$ cat src/rtl/multimode_counter_pkg.sv
// Shared constants for the multimode counter: mode encodings and direction values.
package multimode_counter_pkg;

   // Mode select encodings on the M input
   localparam logic [1:0] MODE_HOLD = 2'b00;
   localparam logic [1:0] MODE_UP   = 2'b01;
   localparam logic [1:0] MODE_DOWN = 2'b10;
   localparam logic [1:0] MODE_PP   = 2'b11;

   // Direction flag values reported on dir
   localparam logic DIR_UP   = 1'b1;
   localparam logic DIR_DOWN = 1'b0;

endpackage

$ cat src/rtl/multimode_counter_bin2gray.sv
// Purely combinational binary to reflected-Gray converter.
module bin2gray #(
   parameter int WIDTH = 4
) (
   input  logic [WIDTH-1:0] bin,
   output logic [WIDTH-1:0] gray
);

   // Each Gray bit is the XOR of the binary bit and its upper neighbour
   always_comb begin
      gray = bin ^ (bin >> 1'b1);
   end

endmodule

$ cat src/rtl/multimode_counter.sv
// WIDTH-bit modulo-MOD counter with hold/up/down/ping-pong modes, synchronous
// load with clamping, optional saturation, terminal-count pulse and Gray copy.
module multimode_counter
   import multimode_counter_pkg::*;
#(
   parameter int WIDTH    = 4,
   parameter int MOD      = 16,
   parameter bit SATURATE = 1'b0
) (
   input  logic             clock,
   input  logic             reset,
   input  logic             en,
   input  logic [1:0]       M,
   input  logic             load,
   input  logic [WIDTH-1:0] load_val,
   output logic [WIDTH-1:0] count,
   output logic [WIDTH-1:0] gray,
   output logic             tc,
   output logic             dir
);

   // Boundaries in counter width; MOD <= 2**WIDTH keeps these exact
   localparam logic [WIDTH-1:0] MAX_VAL  = WIDTH'(MOD - 1);
   localparam logic [WIDTH-1:0] ZERO_VAL = {WIDTH{1'b0}};
   localparam logic [WIDTH-1:0] ONE_VAL  = WIDTH'(1);

   logic [WIDTH-1:0] count_r;
   logic             dir_r;
   logic             tc_r;

   logic [WIDTH-1:0] count_s;
   logic             dir_s;
   logic             tc_s;
   logic             at_max_s;
   logic             at_min_s;

   // Next-state: load beats enable, enable gates the mode-specific step
   always_comb begin
      count_s  = count_r;
      dir_s    = dir_r;
      tc_s     = 1'b0;
      at_max_s = (count_r == MAX_VAL);
      at_min_s = (count_r == ZERO_VAL);
      if (load) begin
         if (load_val > MAX_VAL) begin
            count_s = MAX_VAL;
         end else begin
            count_s = load_val;
         end
      end else if (en) begin
         case (M)
            MODE_HOLD: begin
               count_s = count_r;
            end
            MODE_UP: begin
               dir_s = DIR_UP;
               if (at_max_s) begin
                  tc_s = 1'b1;
                  if (SATURATE) begin
                     count_s = MAX_VAL;
                  end else begin
                     count_s = ZERO_VAL;
                  end
               end else begin
                  count_s = count_r + ONE_VAL;
               end
            end
            MODE_DOWN: begin
               dir_s = DIR_DOWN;
               if (at_min_s) begin
                  tc_s = 1'b1;
                  if (SATURATE) begin
                     count_s = ZERO_VAL;
                  end else begin
                     count_s = MAX_VAL;
                  end
               end else begin
                  count_s = count_r - ONE_VAL;
               end
            end
            MODE_PP: begin
               // Bounce at either end: step back one and flip direction
               if (dir_r == DIR_UP) begin
                  if (at_max_s) begin
                     count_s = count_r - ONE_VAL;
                     dir_s   = DIR_DOWN;
                     tc_s    = 1'b1;
                  end else begin
                     count_s = count_r + ONE_VAL;
                  end
               end else begin
                  if (at_min_s) begin
                     count_s = ONE_VAL;
                     dir_s   = DIR_UP;
                     tc_s    = 1'b1;
                  end else begin
                     count_s = count_r - ONE_VAL;
                  end
               end
            end
            default: begin
               count_s = count_r;
            end
         endcase
      end else begin
         count_s = count_r;
      end
   end

   // State registers with synchronous active-low reset
   always_ff @(posedge clock) begin
      if (!reset) begin
         count_r <= ZERO_VAL;
         dir_r   <= DIR_UP;
         tc_r    <= 1'b0;
      end else begin
         count_r <= count_s;
         dir_r   <= dir_s;
         tc_r    <= tc_s;
      end
   end

   assign count = count_r;
   assign dir   = dir_r;
   assign tc    = tc_r;

   bin2gray #(
      .WIDTH (WIDTH)
   ) u_bin2gray (
      .bin  (count_r),
      .gray (gray)
   );

endmodule

$ cat config.mk
export PLATFORM = sky130hd
export DESIGN_NAME = multimode_counter
export DESIGN_NICKNAME = d
export VERILOG_FILES = /design/src/rtl/multimode_counter_pkg.sv /design/src/rtl/multimode_counter_bin2gray.sv /design/src/rtl/multimode_counter.sv
export SDC_FILE = /design/constraint.sdc
export NUM_CORES = 1
export LEC_CHECK = 0
export ABC_AREA = 1
export CORE_MARGIN = 1
export CORE_UTILIZATION = 45
export DETAILED_ROUTE_END_ITERATION = 16
export HOLD_SLACK_MARGIN = 0.12
export PLACE_DENSITY_LB_ADDON = 0.12
export SLEW_MARGIN = 15
export SYNTH_ARGS = -nofsm -noshare
export SYNTH_HDL_FRONTEND = slang
export SYNTH_SLANG_ARGS = --single-unit
export TNS_END_PERCENT = 10
$ cat constraint.sdc
create_clock -name clock -period 1.6 [get_ports clock]
set_clock_uncertainty 0.1 [all_clocks]
set_input_delay 0.32 -clock clock [delete_from_list [all_inputs] [get_ports clock]]
set_output_delay 0.32 -clock clock [all_outputs]
set_load 0.02 [all_outputs]
==> results of run 1 <==
## power by group through the flow
stage / combinational, mW / sequential, mW / clock [mW]
finish: 0.304 / 0.170 / 0.151
global route: 0.336 / 0.171 / 0.157
CTS: 0.301 / 0.170 / 0.154
detailed placement: 0.324 / 0.172 / 0
global placement: 0.319 / 0.172 / 0
floorplan: 0.166 / 0.195 / 0
## worst max path at each step
stage,slack [ps],cells after the start,to,startpoint
after floorplan,-20,9,count[3],count[2]
after global placement,-100,8,count[0],M[1]
after detailed placement,-90,3,gray[0],count[1]
after CTS,20,1,tc,tc
after global routing,2,9,count[3],count[2]
final,70,3,gray[0],count[1]
## cell usage in the layout (no fill, tap or decap)
cell type	count
nand2_1	22
nor2_1	18
buf_4	13
clkdlybuf4s50_1	9
inv_1	6
nand3_1	6
ha_1	6
dlygate4sd2_1	6
nand2_2	4
dfxtp_1	4
a21oi_1	3
a21oi_2	3
clkbuf_4	3
buf_2	3
inv_2	2
nand2_4	2
nand3_2	2
nand4_1	2
dfxtp_2	2
o21ai_4	1
inv_4	1
a21oi_4	1
o21ai_1	1
xnor2_1	1
xor2_1	1
nand3b_1	1
nor2_2	1
o211ai_1	1
ha_2	1
dlymetal6s2s_1	1
## state kept, by name (all words and copies together) (netlist names)
| signal | count |
|---|---|
| count | 4 |
| tc | 1 |
| dir | 1 |
## kinds of logic (layout without fill, tap and decap cells)
logic type	after synthesis	in the layout	share of synthesized area, %
DFF	6	6	18.90
buffers and inverters	11	44	8.663
AOI/OAI and AO/OA	10	10	13.58
xor gates and xnor gates	2	2	2.756
and+or+nand+nor	58	58	42.32
adders and majority gates	7	7	13.78
## routing by layer
| layer | vias up | share of wire [%] | GRT usage (%) |
|---|---|---|---|
| met3 | 2 | 6.3 | 8.523 |
| met2 | 20 | 50 | 41.80 |
| met4 | 0 | 0.38 | 5.172 |
| li1 | 367 | - | - |
| met1 | 316 | 43 | 25.93 |
| met5 | - | 0 | 0 |
## cell type report
cell class	instances	area (um2)	share of cell area, %
Timing Repair Buffer	32	267.8	28.61
Inverter	9	36.28	3.877
Sequential cell	6	122.6	13.10
Clock buffer	3	22.52	2.406
Multi-Input combinational cell	77	467.9	50.00
Tap cell	15	18.77	2.005
## repair_timing
item | 4_1_cts | 5_1_grt
hold buffers | 0 | 0
endpoints found under the hold margin | 0 | 0
endpoints found under the setup margin | 9 | 4
resized for setup | 18 | 4
pin swaps | 0 | 0
## metrics by stage
step	hold WS (ps)	cells	total power, mW	setup TNS, ps
floorplan	318.6	94	0.3605	-42.64
global placement	491.0	139	0.4910	-436.2
detailed placement	500.7	139	0.4957	-535.4
CTS	506.4	142	0.6252	0
global route	544.1	142	0.6643	0
finish	505.9	142	0.6253	0
## worst min-delay path: stages (launching register included)
cell and delay (ps):
dfxtp_1 330, inv_1 110, o211ai_1 100
==> run metrics, run 1 <==
status=completed; P_sw=around 0.24 mW; sw frac=between 30% and 40%; first-pass GRT wire length=2435 um; vias per cell=approximately 5.0; Final Hold Viols=0; worst skew pair latency=260 ps; DRT Pass-1 Iters=4; WS Path Type=register to output port; DRT Wirelength=about 1600 um; Die Ht=39.58 um; EDFF count, synth=0; combinational share of power=48.6%; Syn Inst Count=94; sum of buffers and inverters on the critical path=2; final worst-path setup slack=66.30 ps; minimum clock period=1534 ps; layout cells sized above 1=30.71%; FF-to-FF Start=count[1]; Place WS=-94.44 ps; worst-margin pin slew=223.3 ps; main flop type after synthesis=dfxtp_1; Synth area leaders=dfxtp_1 19%, nand2_1 14%, ha_1 14%; reg2reg path depth=8; Placeable Area=between 1000 and 1500 um2; Startpoint Class=register; Overall Global Routing Usage=between 20% and 30%; Hold Startpoint=dir; Placer Congestion=0.8606; Area after DPL=925.9 um2; Syn Nets=roughly 110; max-slew violation count=0; Die ar.=1567 um2; worst hold path type=register to register; register-to-register setup slack=120 ps; initial core utilization=about half; Max Freq=652.0 MHz; Netlist Area Pre-Place=635.6 um2; post-route cell area=935.9 um2; CP max stage cell=dfxtp_2; CTS buffer count=3; top cells by count, synth=24 x nand2_1, 18 x nor2_1, 7 x ha_1; initial antenna violation count=0; Crit. End Element=output port; Worst VDD drop=approximately 0.00032 V; CP max FO=3; Clock power frac=24.2%; Leak=around 0.49 nW; internal power=0.3820 mW; # nets final=146; Layout area overhead=47.24%; DRT iter0 DRCs=13; Setup-failing EPs final=0; PD cells=668.1 nW/um2; DR DRC count=0; CP delay by family, top=flip-flops; Critical Path Max Stage Delay=340 ps; Min-Delay Endpoint=dir; Post-DP HPWL=1285 um; root buf cell=clkbuf_4; H-tree depth=1; Ports=20; die width=39.58 um; Antenna Cells=0; grt total ovfl=0; Final period util=a little over nine tenths; asr flop ratio synth=0%; via count=705; most frequent cell after synthesis=nand2_1; Avg WL per Cell=11.23 um; PortBufs=19; Warnings, synthesis=0; vias in the first global route=629; area leader, netlist=dfxtp_1; Antenna Nets Post-Route=0; Longest Clk Path Bufs=2; # rows=13; Mean Syn Cell Area=6.762 um2; pin count of the biggest net entering global routing=9; maxcap violations=0; Max transition margin=85.08%; CTS tree=yes; register area share after synthesis=between 10% and 20%; required time worst endpoint=1180 ps; clk sinks=6; Netlist cell types=24; RSZ-0062 raised after global routing=false; Cell Chain, Critical Path=inv_1 -> ha_1 -> buf_2; Hold Path Depth=2; Worst-path clk slew=50 ps; share of power burned in registers=27.2%; CP arrival=about 1100 ps; r2r endpoint=count[1]; setup bufs post-CTS=0; # fillers=124; final core occ=71.92%; FF+latch count, synth=6; area fraction of the dominant cell type after synthesis=a little under a fifth
Power figures use the tool's default switching activity.
==> run 2, diff against run 1 <==
--- a/config.mk
+++ b/config.mk
@@ -5,9 +5,8 @@
 export SDC_FILE = /design/constraint.sdc
 export NUM_CORES = 1
 export LEC_CHECK = 0
-export ABC_AREA = 1
 export CORE_MARGIN = 1
-export CORE_UTILIZATION = 45
+export CORE_UTILIZATION = 42
 export DETAILED_ROUTE_END_ITERATION = 16
 export HOLD_SLACK_MARGIN = 0.12
 export PLACE_DENSITY_LB_ADDON = 0.12
==> run metrics, run 2 <==
Netlist cell types=22 (was 24); Worst VDD drop=0.0003944 V (was 0.0003199 V); failing checks=setup timing; TNS Setup=-61.27 ps (was 0 ps); most frequent cell after synthesis=o21ai_0 (was nand2_1); Layout area overhead=70.25% (was 47.24%); max reg flops=4 (unchanged); main flop type after synthesis=dfxtp_1 (unchanged); Placed Cells=119 (was 139); instance count on the critical path=7 (was 3); Power, Total=0.5856 mW (was 0.6253 mW); vias in the first global route=578 (was 629); initial core utilization=47.29% (was 48.85%); layout cells sized above 1=35.78% (was 30.71%); met2 usage=42.37% (was 41.80%); pin count of the biggest net entering global routing=9 (unchanged); Critical Path Sink=count[3] (was gray[0]); CTS tree=yes (unchanged); Syn Inst Count=71 (was 94); Worst-path clk slew=40 ps (was 50 ps); GR Util met3=8.721% (was 8.523%); area fraction of the dominant cell type after synthesis=21.97% (was 18.90%); initial antenna violation count=0 (unchanged); reg2reg path depth=7 (was 8); clk sinks=6 (unchanged); grt total ovfl=0 (unchanged); first-pass GRT wire length=2456 um (was 2435 um); required time worst endpoint=1630 ps (was 1180 ps); register-to-register setup slack=-40 ps (was 120 ps); Netlist Area Pre-Place=546.8 um2 (was 635.6 um2); worst hold path type=register to register (unchanged); DRT Wirelength=1589 um (was 1594 um); Warnings, synthesis=0 (unchanged); PortBufs=19 (unchanged); CTS buffer count=3 (unchanged); root buf cell=clkbuf_4 (unchanged); Die Ht=38.08 um (was 39.58 um); CP arrival=1670 ps (was 1110 ps); FF-to-FF Start=count[0] (was count[1]); Antenna Cells=0 (unchanged); Antenna Nets Post-Route=0 (unchanged); CP max FO=4 (was 3); Crit. End Element=register (was output port); Cell Chain, Critical Path=inv_1 -> ha_4 -> nand2_2 -> a21oi_2 -> or3b_4 -> a221oi_2 -> o21ai_1 (was inv_1 -> ha_1 -> buf_2); FF+latch count, synth=6 (unchanged); worst-margin pin slew=238.9 ps (was 223.3 ps); via count=640 (was 705); Placeable Area=1156 um2 (was 1301 um2); commonest cells after routing, fill and taps aside=18 x buf_4, 10 x clkdlybuf4s50_1, 9 x o21ai_0 (was 22 x nand2_1, 18 x nor2_1, 13 x buf_4); H-tree depth=1 (unchanged); WS Path Type=register to register (was register to output port); register area share after synthesis=21.97% (was 18.90%); Critical Path Max Stage Delay=410 ps (was 340 ps); DR DRC count=0 (unchanged); Leak=0.4278 nW (was 0.4851 nW); Startpoint Class=register (unchanged); GR Util met1=29.93% (was 25.93%); # rows=12 (was 13); PD cells=629.0 nW/um2 (was 668.1 nW/um2); CTS Hold Bufs=0 (unchanged); maxcap violations=0 (unchanged); RSZ-0062 raised after global routing=true (was false); Final period util=102.4% (was 95.86%); Max transition margin=83.82% (was 85.08%); CP delay by family, top=simple AND/OR/NAND/NOR gates (was flip-flops); Avg WL per Cell=12.92 um (was 11.23 um); final worst-path setup slack=-38.86 ps (was 66.30 ps); most common cell after layout, fill and taps aside=buf_4 (was nand2_1); vias per cell=5.203 (was 4.965); Longest Clk Path Bufs=2 (unchanged); Syn Nets=88 (was 111); Overall Global Routing Usage=24.27% (was 23.45%); Post-DP HPWL=1247 um (was 1285 um); DRT iter0 DRCs=9 (was 13); asr flop ratio synth=0% (unchanged); minimum clock period=1639 ps (was 1534 ps); Synth area leaders=dfxtp_1 22%, ha_1 16%, o21ai_0 8.2% (was dfxtp_1 19%, nand2_1 14%, ha_1 14%); sum of buffers and inverters on the critical path=1 (was 2); Setup crit start=count[0] (was count[1]); Mean Syn Cell Area=7.701 um2 (was 6.762 um2); Die ar.=1450 um2 (was 1567 um2); Place WS=-253.1 ps (was -94.44 ps); CP max stage cell=or3b_4 (was dfxtp_2); status=complete, but fails checks (was completed); # nets final=128 (was 146); Max Freq=610.2 MHz (was 652.0 MHz); DRT Pass-1 Iters=4 (unchanged); Placer Congestion=0.8460 (was 0.8606); Ports=20 (unchanged); EDFF count, synth=0 (unchanged); GR peak layer=met2 (unchanged); Setup-failing EPs final=2 (was 0); r2r endpoint=count[3] (was count[1]); top cells by count, synth=9 x o21ai_0, 8 x nand2_1, 7 x ha_1, 7 x inv_1 (was 24 x nand2_1, 18 x nor2_1, 7 x ha_1); Final Hold Viols=0 (unchanged); max-slew violation count=0 (unchanged); fin cells=123 (was 142); worst skew pair latency=240 ps (was 260 ps); die width=38.08 um (was 39.58 um); area leader, netlist=dfxtp_1 (unchanged)
[run 2: cell count changes after synthesis, sizes merged, moves of 3 or more]
cell	change
nand2	-20
nor2	-19
o21ai	+10
a21oi	-3
[run 2: worst min-delay path by stage]
stage / endpoint / startpoint / cells after the start / slack [ps]
after CTS: dir / dir / 2 / 510
final: dir / dir / 2 / 500
after detailed placement: dir / dir / 2 / 500
after global routing: count[1] / load_val[1] / 3 / 520
after global placement: dir / dir / 2 / 480
after floorplan: dir / reset / 1 / 300
[run 2: layer usage]
layer	vias to the layer above	routed length, um
li1	329	-
met2	20	797
met5	-	0
met3	0	64
met1	291	727
met4	0	0
[run 2: worst reg2reg max path: cells and delay by family, from the launching register on]
kind	cells	cell delay [ps]
AND/OR/NAND/NOR	2	490
flip-flops	1	360
AO/OA/AOI/OAI	3	340
adder cells (fa/ha/maj)	1	170
buffers and inverters	1	60
[run 2: where the power goes]
| group | total [mW] | internal (mW) | switching, mW | leakage (nW) |
|---|---|---|---|---|
| Clock | 0.140 | 0.0849 | 0.0552 | 0.0138 |
| Sequential | 0.175 | 0.160 | 0.0144 | 0.0520 |
| Combinational | 0.271 | 0.133 | 0.138 | 0.362 |
[run 2: layout make-up]
type | count | area (um2)
repair buffers | 37 | 302.8
clock buffers | 3 | 22.52
fillers | 95 | 225.2
multi-input cells | 56 | 421.7
flip-flops and latches | 6 | 135.1
well taps | 14 | 17.52
inverters | 7 | 31.28
[run 2: cells by family (layout without fill, tap and decap cells)]
family | Yosys count | after routing | synth area share (%)
buffers and inverters | 9 | 47 | 7.552
XOR/XNOR | 3 | 3 | 4.806
adder cells (fa/ha/maj) | 7 | 7 | 16.02
flip-flops | 6 | 6 | 21.97
AO/OA/AOI/OAI | 25 | 25 | 29.75
AND/OR/NAND/NOR | 21 | 21 | 19.91
[run 2: per-stage QoR]
stage / util [%] / hold slack (ps) / cell area (um2)
6_report: 80.52 / 503.2 / 930.9
5_1_grt: 80.52 / 524.8 / 930.9
4_1_cts: 79.87 / 505.2 / 923.4
3_5_place_dp: 79.65 / 501.3 / 920.9
3_3_place_gp: 79.65 / 482.9 / 920.9
2_1_floorplan: - / 298.4 / 600.6
[run 2: what timing repair did]
item                       4_1_cts  5_1_grt
pin swaps                        1        0
setup endpoints to repair       12        3
setup buffers                    0        1
gates resized for setup         19        0
==> run 3, diff against run 2 <==
--- a/config.mk
+++ b/config.mk
@@ -5,6 +5,7 @@
 export SDC_FILE = /design/constraint.sdc
 export NUM_CORES = 1
 export LEC_CHECK = 0
+export ABC_CLOCK_PERIOD_IN_PS = 1600
 export CORE_MARGIN = 1
 export CORE_UTILIZATION = 42
 export DETAILED_ROUTE_END_ITERATION = 16
==> results of run 3 <==
Same layout as run 2: the final DEF is identical, and so are final timing and power.
